## src/rtl/regfile_param_if.sv

```systemverilog
// Bus between decode/writeback and the register file: read ports, write port,
// scoreboard set/query and the clear handshake.
interface regfile_param_if #(
  parameter int DATA_W = 32,
  parameter int ADDR_W = 5
);
  logic [ADDR_W-1:0] rd_addr1;
  logic [DATA_W-1:0] rd_data1;
  logic [ADDR_W-1:0] rd_addr2;
  logic [DATA_W-1:0] rd_data2;
  logic              wr_en;
  logic [ADDR_W-1:0] wr_addr;
  logic [DATA_W-1:0] wr_data;
  logic              sb_set_en;
  logic [ADDR_W-1:0] sb_set_addr;
  logic              sb_pend1;
  logic              sb_pend2;
  logic              clr_req;
  logic              busy;

  modport master (
    output rd_addr1, rd_addr2, wr_en, wr_addr, wr_data, sb_set_en, sb_set_addr, clr_req,
    input  rd_data1, rd_data2, sb_pend1, sb_pend2, busy
  );

  modport slave (
    input  rd_addr1, rd_addr2, wr_en, wr_addr, wr_data, sb_set_en, sb_set_addr, clr_req,
    output rd_data1, rd_data2, sb_pend1, sb_pend2, busy
  );
endinterface

```

## src/rtl/regfile_param.sv

```systemverilog
// Clocked 2R/1W register file with write-to-read bypass, a pending-write
// scoreboard for hazard detection and a sequential clear of the whole array.
module regfile_param #(
  parameter int DATA_W     = 32,
  parameter int ADDR_W     = 5,
  parameter int READ_LIMIT = 23
) (
  input  logic           clk,
  input  logic           rst_n,
  regfile_param_if.slave bus
);
  localparam int DEPTH = 2 ** ADDR_W;
  localparam logic [ADDR_W-1:0] LIMIT = ADDR_W'(READ_LIMIT);
  localparam logic [ADDR_W-1:0] LAST  = '1;

  typedef enum logic {IDLE, CLEAR} state_t;

  state_t            state, state_nxt;
  logic [ADDR_W-1:0] cnt;
  logic              busy;
  logic [DATA_W-1:0] mem [DEPTH];
  logic [DEPTH-1:0]  pending;
  logic              wr_ok, set_ok;

  always_ff @(posedge clk or negedge rst_n) begin
    if (!rst_n) begin
      state <= IDLE;
      cnt   <= '0;
    end else begin
      state <= state_nxt;
      if (state == IDLE)
        cnt <= '0;
      else
        cnt <= cnt + 1'b1;
    end
  end

  // clr_req is only looked at in IDLE, so a request mid-clear never restarts it
  always_comb begin
    state_nxt = state;
    case (state)
      IDLE:    if (bus.clr_req) state_nxt = CLEAR;
      CLEAR:   if (cnt == LAST) state_nxt = IDLE;
      default: state_nxt = IDLE;
    endcase
  end

  always_comb begin
    busy = (state == CLEAR);
  end

  assign bus.busy = busy;
  assign wr_ok    = bus.wr_en && !busy && (bus.wr_addr <= LIMIT);
  assign set_ok   = bus.sb_set_en && !busy && (bus.sb_set_addr <= LIMIT);

  // The set is applied after the write's clear so a same-address set wins
  always_ff @(posedge clk or negedge rst_n) begin
    if (!rst_n) begin
      for (int i = 0; i < DEPTH; i++) mem[i] <= '0;
      pending <= '0;
    end else if (busy) begin
      mem[cnt]     <= '0;
      pending[cnt] <= 1'b0;
    end else begin
      if (wr_ok) begin
        mem[bus.wr_addr]     <= bus.wr_data;
        pending[bus.wr_addr] <= 1'b0;
      end
      if (set_ok) pending[bus.sb_set_addr] <= 1'b1;
    end
  end

  always_comb begin
    bus.rd_data1 = '0;
    bus.sb_pend1 = 1'b0;
    if (!busy && bus.rd_addr1 <= LIMIT) begin
      bus.sb_pend1 = pending[bus.rd_addr1];
      if (bus.wr_en && bus.wr_addr == bus.rd_addr1)
        bus.rd_data1 = bus.wr_data;
      else
        bus.rd_data1 = mem[bus.rd_addr1];
    end
  end

  always_comb begin
    bus.rd_data2 = '0;
    bus.sb_pend2 = 1'b0;
    if (!busy && bus.rd_addr2 <= LIMIT) begin
      bus.sb_pend2 = pending[bus.rd_addr2];
      if (bus.wr_en && bus.wr_addr == bus.rd_addr2)
        bus.rd_data2 = bus.wr_data;
      else
        bus.rd_data2 = mem[bus.rd_addr2];
    end
  end
endmodule

```

## src/flat_wrapper.sv

```systemverilog
// flat-port wrapper written by rule: the top's interface ports become plain ports
module regfile_param_flat 
#(
  parameter int DATA_W     = 32,
  parameter int ADDR_W     = 5,
  parameter int READ_LIMIT = 23
)
  (clk, rst_n, bus_rd_addr1, bus_rd_addr2, bus_wr_en, bus_wr_addr, bus_wr_data, bus_sb_set_en, bus_sb_set_addr, bus_clr_req, bus_rd_data1, bus_rd_data2, bus_sb_pend1, bus_sb_pend2, bus_busy);
  regfile_param_if #(.DATA_W(DATA_W), .ADDR_W(ADDR_W)) bus_i ();
  input  logic clk;
  input  logic rst_n;
  input wire logic [$bits(bus_i.rd_addr1)-1:0] bus_rd_addr1;
  input wire logic [$bits(bus_i.rd_addr2)-1:0] bus_rd_addr2;
  input wire logic [$bits(bus_i.wr_en)-1:0] bus_wr_en;
  input wire logic [$bits(bus_i.wr_addr)-1:0] bus_wr_addr;
  input wire logic [$bits(bus_i.wr_data)-1:0] bus_wr_data;
  input wire logic [$bits(bus_i.sb_set_en)-1:0] bus_sb_set_en;
  input wire logic [$bits(bus_i.sb_set_addr)-1:0] bus_sb_set_addr;
  input wire logic [$bits(bus_i.clr_req)-1:0] bus_clr_req;
  output wire logic [$bits(bus_i.rd_data1)-1:0] bus_rd_data1;
  output wire logic [$bits(bus_i.rd_data2)-1:0] bus_rd_data2;
  output wire logic [$bits(bus_i.sb_pend1)-1:0] bus_sb_pend1;
  output wire logic [$bits(bus_i.sb_pend2)-1:0] bus_sb_pend2;
  output wire logic [$bits(bus_i.busy)-1:0] bus_busy;
  assign bus_i.rd_addr1 = bus_rd_addr1;
  assign bus_i.rd_addr2 = bus_rd_addr2;
  assign bus_i.wr_en = bus_wr_en;
  assign bus_i.wr_addr = bus_wr_addr;
  assign bus_i.wr_data = bus_wr_data;
  assign bus_i.sb_set_en = bus_sb_set_en;
  assign bus_i.sb_set_addr = bus_sb_set_addr;
  assign bus_i.clr_req = bus_clr_req;
  assign bus_rd_data1 = bus_i.rd_data1;
  assign bus_rd_data2 = bus_i.rd_data2;
  assign bus_sb_pend1 = bus_i.sb_pend1;
  assign bus_sb_pend2 = bus_i.sb_pend2;
  assign bus_busy = bus_i.busy;
  regfile_param #(.DATA_W(DATA_W), .ADDR_W(ADDR_W), .READ_LIMIT(READ_LIMIT)) u_core (.clk(clk), .rst_n(rst_n), .bus(bus_i));
endmodule
```

## config.mk

```make
export PLATFORM = sky130hd
export DESIGN_NAME = regfile_param_flat
export DESIGN_NICKNAME = d
export VERILOG_FILES = /design/src/rtl/regfile_param_if.sv /design/src/rtl/regfile_param.sv /design/src/flat_wrapper.sv
export SDC_FILE = /design/constraint.sdc
export NUM_CORES = 2
export LEC_CHECK = 0
export ABC_AREA = 0
export CORE_MARGIN = 5
export CORE_UTILIZATION = 40
export DETAILED_ROUTE_END_ITERATION = 7
export PLACE_DENSITY = 0.63
export SYNTH_ARGS = -nofsm -noshare
export SYNTH_HDL_FRONTEND = slang
export SYNTH_SLANG_ARGS = --single-unit
```

## constraint.sdc

```tcl
create_clock -name clk -period 2.8 [get_ports clk]
set_input_delay 0.7 -clock clk [delete_from_list [all_inputs] [get_ports clk]]
set_output_delay 0.7 -clock clk [all_outputs]
set_load 0.05 [all_outputs]
```

[After elaboration in Yosys (flattened, before gate mapping)]
Cells that the tools add are included.
Widths: inputs -> output; s select.
Word-level totals
  bits in registers: 1062
  bits of input ports: 57
  output and inout port bits: 67
  word-level logic and storage cells: 121
Cells by class
  $add $sub $neg: 1
  magnitude comparators: 18
  equal/unequal tests: 3
  mux-type cells: 37
  bitwise operators: 12
  reduce and logical (&&, ||, !) cells: 15
Operators by type and width (count)
  $mux 1024: 2
  $and 1024x1024->1024: 1
  $bwmux 1024: 1
  $not 1024->1024: 1
  $mux 32: 14
  $bmux 32 s5: 2
  $demux 32 s5: 2
  $and 32x32->32: 2
  $not 32->32: 2
  $or 32x32->32: 1
  $lt 5x6->1 const B: 5
  $ge 6x6->1 const B: 4
  $not 5->6: 4
  $le 5x5->1 const B: 4
  $demux 1 s5: 3
  $ge 5x1->1 const B: 3
  $logic_and 1x1->1: 13
  $lt 6x1->1 const B: 2
  $bmux 1 s5: 2
  $eq 5x5->1: 2
  $mux 1: 9
  $add 5x1->5 const B: 1
  $eq 5x5->1 const B: 1
  $mux 5: 1
  4 further kinds: 4

[Logic depth before layout (Yosys ltp)]
  depth after elaboration: 11
  mapped depth: 9
  depth with buffers taken out: 5

[Least setup slack after synthesis]
Ideal clock, no wire load.
  path kind: input to output
  start: in bus_rd_addr1[0]
  end: out bus_rd_data1[30]
  arrival time: 2.928 ns
  data required time: 2.100 ns
  setup slack: -0.828 ns
  cell stages on the path: 8
  path buffers: 4
  path through: buf_2 > buf_6 > buf_6 > buf_4 > a2111oi_0 > o41ai_1 > o311ai_1 > o21ai_0
Between the ends
  word-level cells in the longest chain between the ends: 6
  elaborated cells on any way between the ends: 10
  classes of those cells: order compare (1); eq/ne (1); mux (5); bitwise (1); reduce/logical (2)
Ends and longest elaborated chain
  start, declared: RTL line flat_wrapper.sv:12  | input wire logic [$bits(bus_i.rd_addr1)-1:0] bus_rd_addr1;
  $not 5->6 (implied by the code): RTL line regfile_param.sv:81  | bus.rd_data1 = mem[bus.rd_addr1];
  $bmux 32 s5: RTL line regfile_param.sv:81
  $mux 32 (implied by the code) (2 in a row): RTL line regfile_param.sv:81
  $mux 32: RTL line regfile_param.sv:78  | if (bus.wr_en && bus.wr_addr == bus.rd_addr1)
  $mux 32 *: RTL line regfile_param.sv:76  | if (!busy && bus.rd_addr1 <= LIMIT) begin
  end, declared: RTL line flat_wrapper.sv:20  | output wire logic [$bits(bus_i.rd_data1)-1:0] bus_rd_data1;
Mark *: on every way between the ends. The rest lies on a longest branch, timed or not. The select of a mux whose other input is x is not followed.

[Worst setup path in the final report]
  start: in bus_rd_addr1[3]
  end: out bus_rd_data1[6]
Same word-level chain as after synthesis.

==> Implementation_results.wiki <==
{| class="wikitable"
! Metric !! Value
|-
| Final layout net count || 3642
|-
| Topmost layer with routed signal wires || met5
|-
| Clk buf depth || 3
|-
| Most used standard cell by instance count after synthesis || a22o_1
|-
| Reported leakage power || 25.4 nW
|-
| Total GRT Usage || 0.335
|-
| Routability congestion estimate from global placement || 0.961
|-
| Post-layout worst setup margin || -430 ps
|-
| Largest incremental delay on the critical path || 300 ps
|-
| Routed Antenna Nets || 0
|-
| Clock Sink Count || 798
|-
| Largest net degree at the start of global routing || 93
|-
| Combinational share of power || 0.221
|-
| Type of the setup path with the least slack || input pin to output port
|-
| Cell repeated most along the worst path || buf_12
|-
| Number of iterations in the first detailed-routing pass || 5
|-
| Setup crit start kind || input pin
|-
| Worst-case reg-to-reg path depth || 7
|-
| Width of the die || 335 um
|-
| Final cycle utilization of the critical path || 1.15
|-
| Number of maximum-capacitance violations || 0
|-
| Clock buffer count from CTS || 90
|-
| Pins over their slew limit || 0
|-
| Ys async rst share || 1.00
|-
| Post-Route WL || 193000 um
|-
| TritonCTS clock tree || built
|-
| Worst min-delay path startpoint || u_core.pending[3]
|-
| Post-detailed-route wirelength per cell || 38.3 um
|-
| Count of buffers inserted at the top-level ports || 123
|-
| Number of synthesized register bits || 798
|-
| Count of pins on the block boundary || 124
|-
| EDFF count, synth || 0
|-
| Origin of the critical flop-to-flop path || u_core.bus.busy
|-
| Endpoint kind of the worst setup timing path || output port
|-
| First-pass GRT wire length || 276000 um
|-
| Mapped Cells || 3104
|-
| Core occupancy in the finished layout || 0.566
|-
| Skew-Pair Late Insertion Delay || 680 ps
|-
| Hold path depth || 1
|-
| Max-Slew Margin vs Limit || 0.539
|-
| Routed wire length on met3 || 25300 um
|-
| Number of hold-slack violations in the final timing report || 0
|-
| Count of synthesis-stage warnings from yosys || 0
|-
| Design Area, Final || 59500 um^2
|-
| Post-route met1 wirelength || 67900 um
|-
| RSZ-0062 raised after global routing || true
|-
| Placed wire-length estimate after detailed placement || 123000 um
|-
| Slew @ Worst Pin || 692 ps
|-
| Result of the run || complete, but fails checks
|-
| Slowest cell on the critical path || and2_4
|-
| Number of antenna violations at the first check in global routing || 1
|-
| Via count of the first global-routing pass || 37888
|-
| Total die area || 112000 um^2
|-
| Portion of total power attributed to sequential cells || 0.382
|-
| Switch share || 0.305
|-
| Net switching power of the design || 9.91 mW
|-
| Share of final-layout standard cells stronger than drive strength 1 || 0.474
|-
| Leading cell types by total area after synthesis || dfrtp_1 47%, mux4_2 19%, a22o_1 17%
|-
| Post-detailed-placement cell area || 52200 um^2
|-
| Arrival @ worst endpoint || 2530 ps
|-
| Clock network power share || 0.398
|-
| Effective utilization at floorplan || 0.402
|-
| Post-place setup slack || -918 ps
|-
| Clock tree root buffer cell || clkbuf_16
|-
| Data required time of the critical path || 2100 ps
|-
| Reg-to-Reg End || u_core.mem[503]
|-
| DRC marker count from the first detailed-route iteration || 5513
|-
| Worst IR Drop VDD || 0.591 mV
|-
| Floorplan row count || 119
|-
| Total DRC errors in the routed layout || 0
|-
| Power, Total || 32.5 mW
|-
| Total number of vias || 37060
|-
| Final std cells w/o fill || 5050
|-
| Number of H-tree branching levels || 3
|-
| Final setup fails || 66
|-
| Area share of the largest cell type after synthesis || 0.473
|-
| Register-to-register setup slack || 540 ps
|-
| Cell-by-cell listing of the critical path || buf_2, buf_4, buf_12, a21oi_2, and2_4, buf_12, buf_16, o2bb2ai_4, buf_12
|-
| Final min period || 3230 ps
|-
| Post-Route Skew || 34.6 ps
|-
| Synthesis-to-finish area growth || 41.0%
|-
| Placed Instances || 4762
|-
| Nets in the synthesized netlist || 3166
|-
| Post-synth cell types || 58
|-
| Die Span Y || 335 um
|-
| Sequential fraction of the synthesis area || 0.473
|-
| Total congestion overflow after global routing || 0
|-
| Area inside the core boundary || 105000 um^2
|-
| Power per Cell Area || 546 nW/um^2
|-
| Number of buffer and inverter stages on the critical path || 6
|-
| Yosys top cell by area || dfrtp_1
|-
| Cell internal pwr || 22.6 mW
|-
| Cell family contributing the most delay on the critical path || buffers and inverters
|-
| Total standard cell area after synthesis || 42200 um^2
|-
| Hold WS || 514 ps
|-
| Worst Hold End || u_core.pending[3]
|-
| Post-CTS clock slew at the launch and capture registers of the worst setup and hold paths || 60 ps
|-
| Length of routed met2 wiring || 85000 um
|-
| Post-synthesis average cell area || 13.6 um^2
|-
| Worst min path class || flop to flop
|-
| Top post-synthesis cells by count || 818 x a22o_1, 798 x dfrtp_1, 358 x mux4_2
|-
| Aggregate negative setup slack || -22490 ps
|-
| Violated checks || setup timing
|-
| Maximum fanout along the worst path || 24
|-
| Maximum clock frequency || 0.310 GHz
|-
| Post-detailed-route via-to-cell ratio || 7.34
|-
| Post-synth top flop || dfrtp_1
|}
==> worst max path at each step <==
| stage | depth (start not counted) | to | startpoint | slack (ps) |
|---|---|---|---|---|
| after detailed placement | 8 | bus_rd_data2[30] | bus_wr_addr[2] | -920 |
| after floorplan | 8 | bus_rd_data2[10] | bus_rd_addr2[0] | -180 |
| final | 9 | bus_rd_data1[6] | bus_rd_addr1[3] | -430 |
| after CTS | 10 | bus_rd_data2[3] | bus_wr_addr[3] | -440 |
| after global placement | 11 | bus_rd_data2[23] | bus_rd_addr2[3] | -930 |
| after global routing | 9 | bus_rd_data1[6] | bus_rd_addr1[1] | -430 |
==> cells in the final DEF (no fill, tap or decap), drive strengths merged, types with 5 or more instances in the layout <==
cell type / synthesis / routed
a22o: 818 / 818
dfrtp: 798 / 798
buf: 235 / 751
mux4: 358 / 358
clkbuf: 187 / 134
nor2b: 106 / 106
a211oi: 95 / 95
nor2: 72 / 72
nor3: 65 / 65
o221ai: 62 / 62
clkdlybuf4s50: 0 / 39
and2: 39 / 39
mux2: 38 / 38
nor4: 33 / 33
o22ai: 32 / 32
o2bb2ai: 31 / 31
a21oi: 27 / 27
nand2: 21 / 21
clkinv: 0 / 18
clkinvlp: 0 / 11
inv: 6 / 11
bufinv: 0 / 10
mux2i: 10 / 10
bufbuf: 0 / 6
xor2: 6 / 6
xnor2: 6 / 6
o21ai: 6 / 6
ha: 5 / 5
nand2b: 5 / 5
nand3: 5 / 5
==> layout make-up <==
class / count / area [um^2]
well taps: 1391 / 1740
multi-input cells: 1878 / 23900
fillers: 8019 / 45500
repair buffers: 806 / 10600
flip-flops and latches: 798 / 20000
inverters: 6 / 22.5
clock inverters: 44 / 558
diodes: 1 / 2.50
clock buffers: 126 / 2660
==> flip-flops by register name, summed over array words and instances, names as in the netlist <==
name / count
u_core.pending: 24
u_core.mem: 768
u_core.bus.busy: 1
u_core.cnt: 5
==> cell families after synthesis <==
group                      synth area share
AOI/OAI and AO/OA                     0.220
DFF                                   0.473
buffers and inverters                0.0465
muxes                                 0.204
and+or+nand+nor                      0.0526
xor gates and xnor gates            0.00249
adders and majority gates           0.00148
==> routing by layer <==
metal	track usage	vias to the layer above
li1	-	13610
met1	0.425	19071
met2	0.497	3485
met3	0.109	892
met4	0.215	2
met5	0	-
==> power groups by stage <==
stage          sequential, mW  combinational (mW)  clock, mW
2_1_floorplan            12.4                3.00          0
3_3_place_gp             12.5                6.18          0
3_5_place_dp             12.6                6.25          0
4_1_cts                  12.4                6.84       12.9
5_1_grt                  12.4                7.29       13.4
6_report                 12.4                7.16       12.9
==> what timing repair did <==
item                                    4_1_cts  5_1_grt
hold endpoints to repair                      1        0
pin swaps                                    82      102
resized for setup                           335      160
hold buffers                                  1        0
endpoints found under the setup margin       66       66
cloned                                       32        6
buffers inserted                             73       35
No activity file was read; power rests on OpenSTA's default activity.
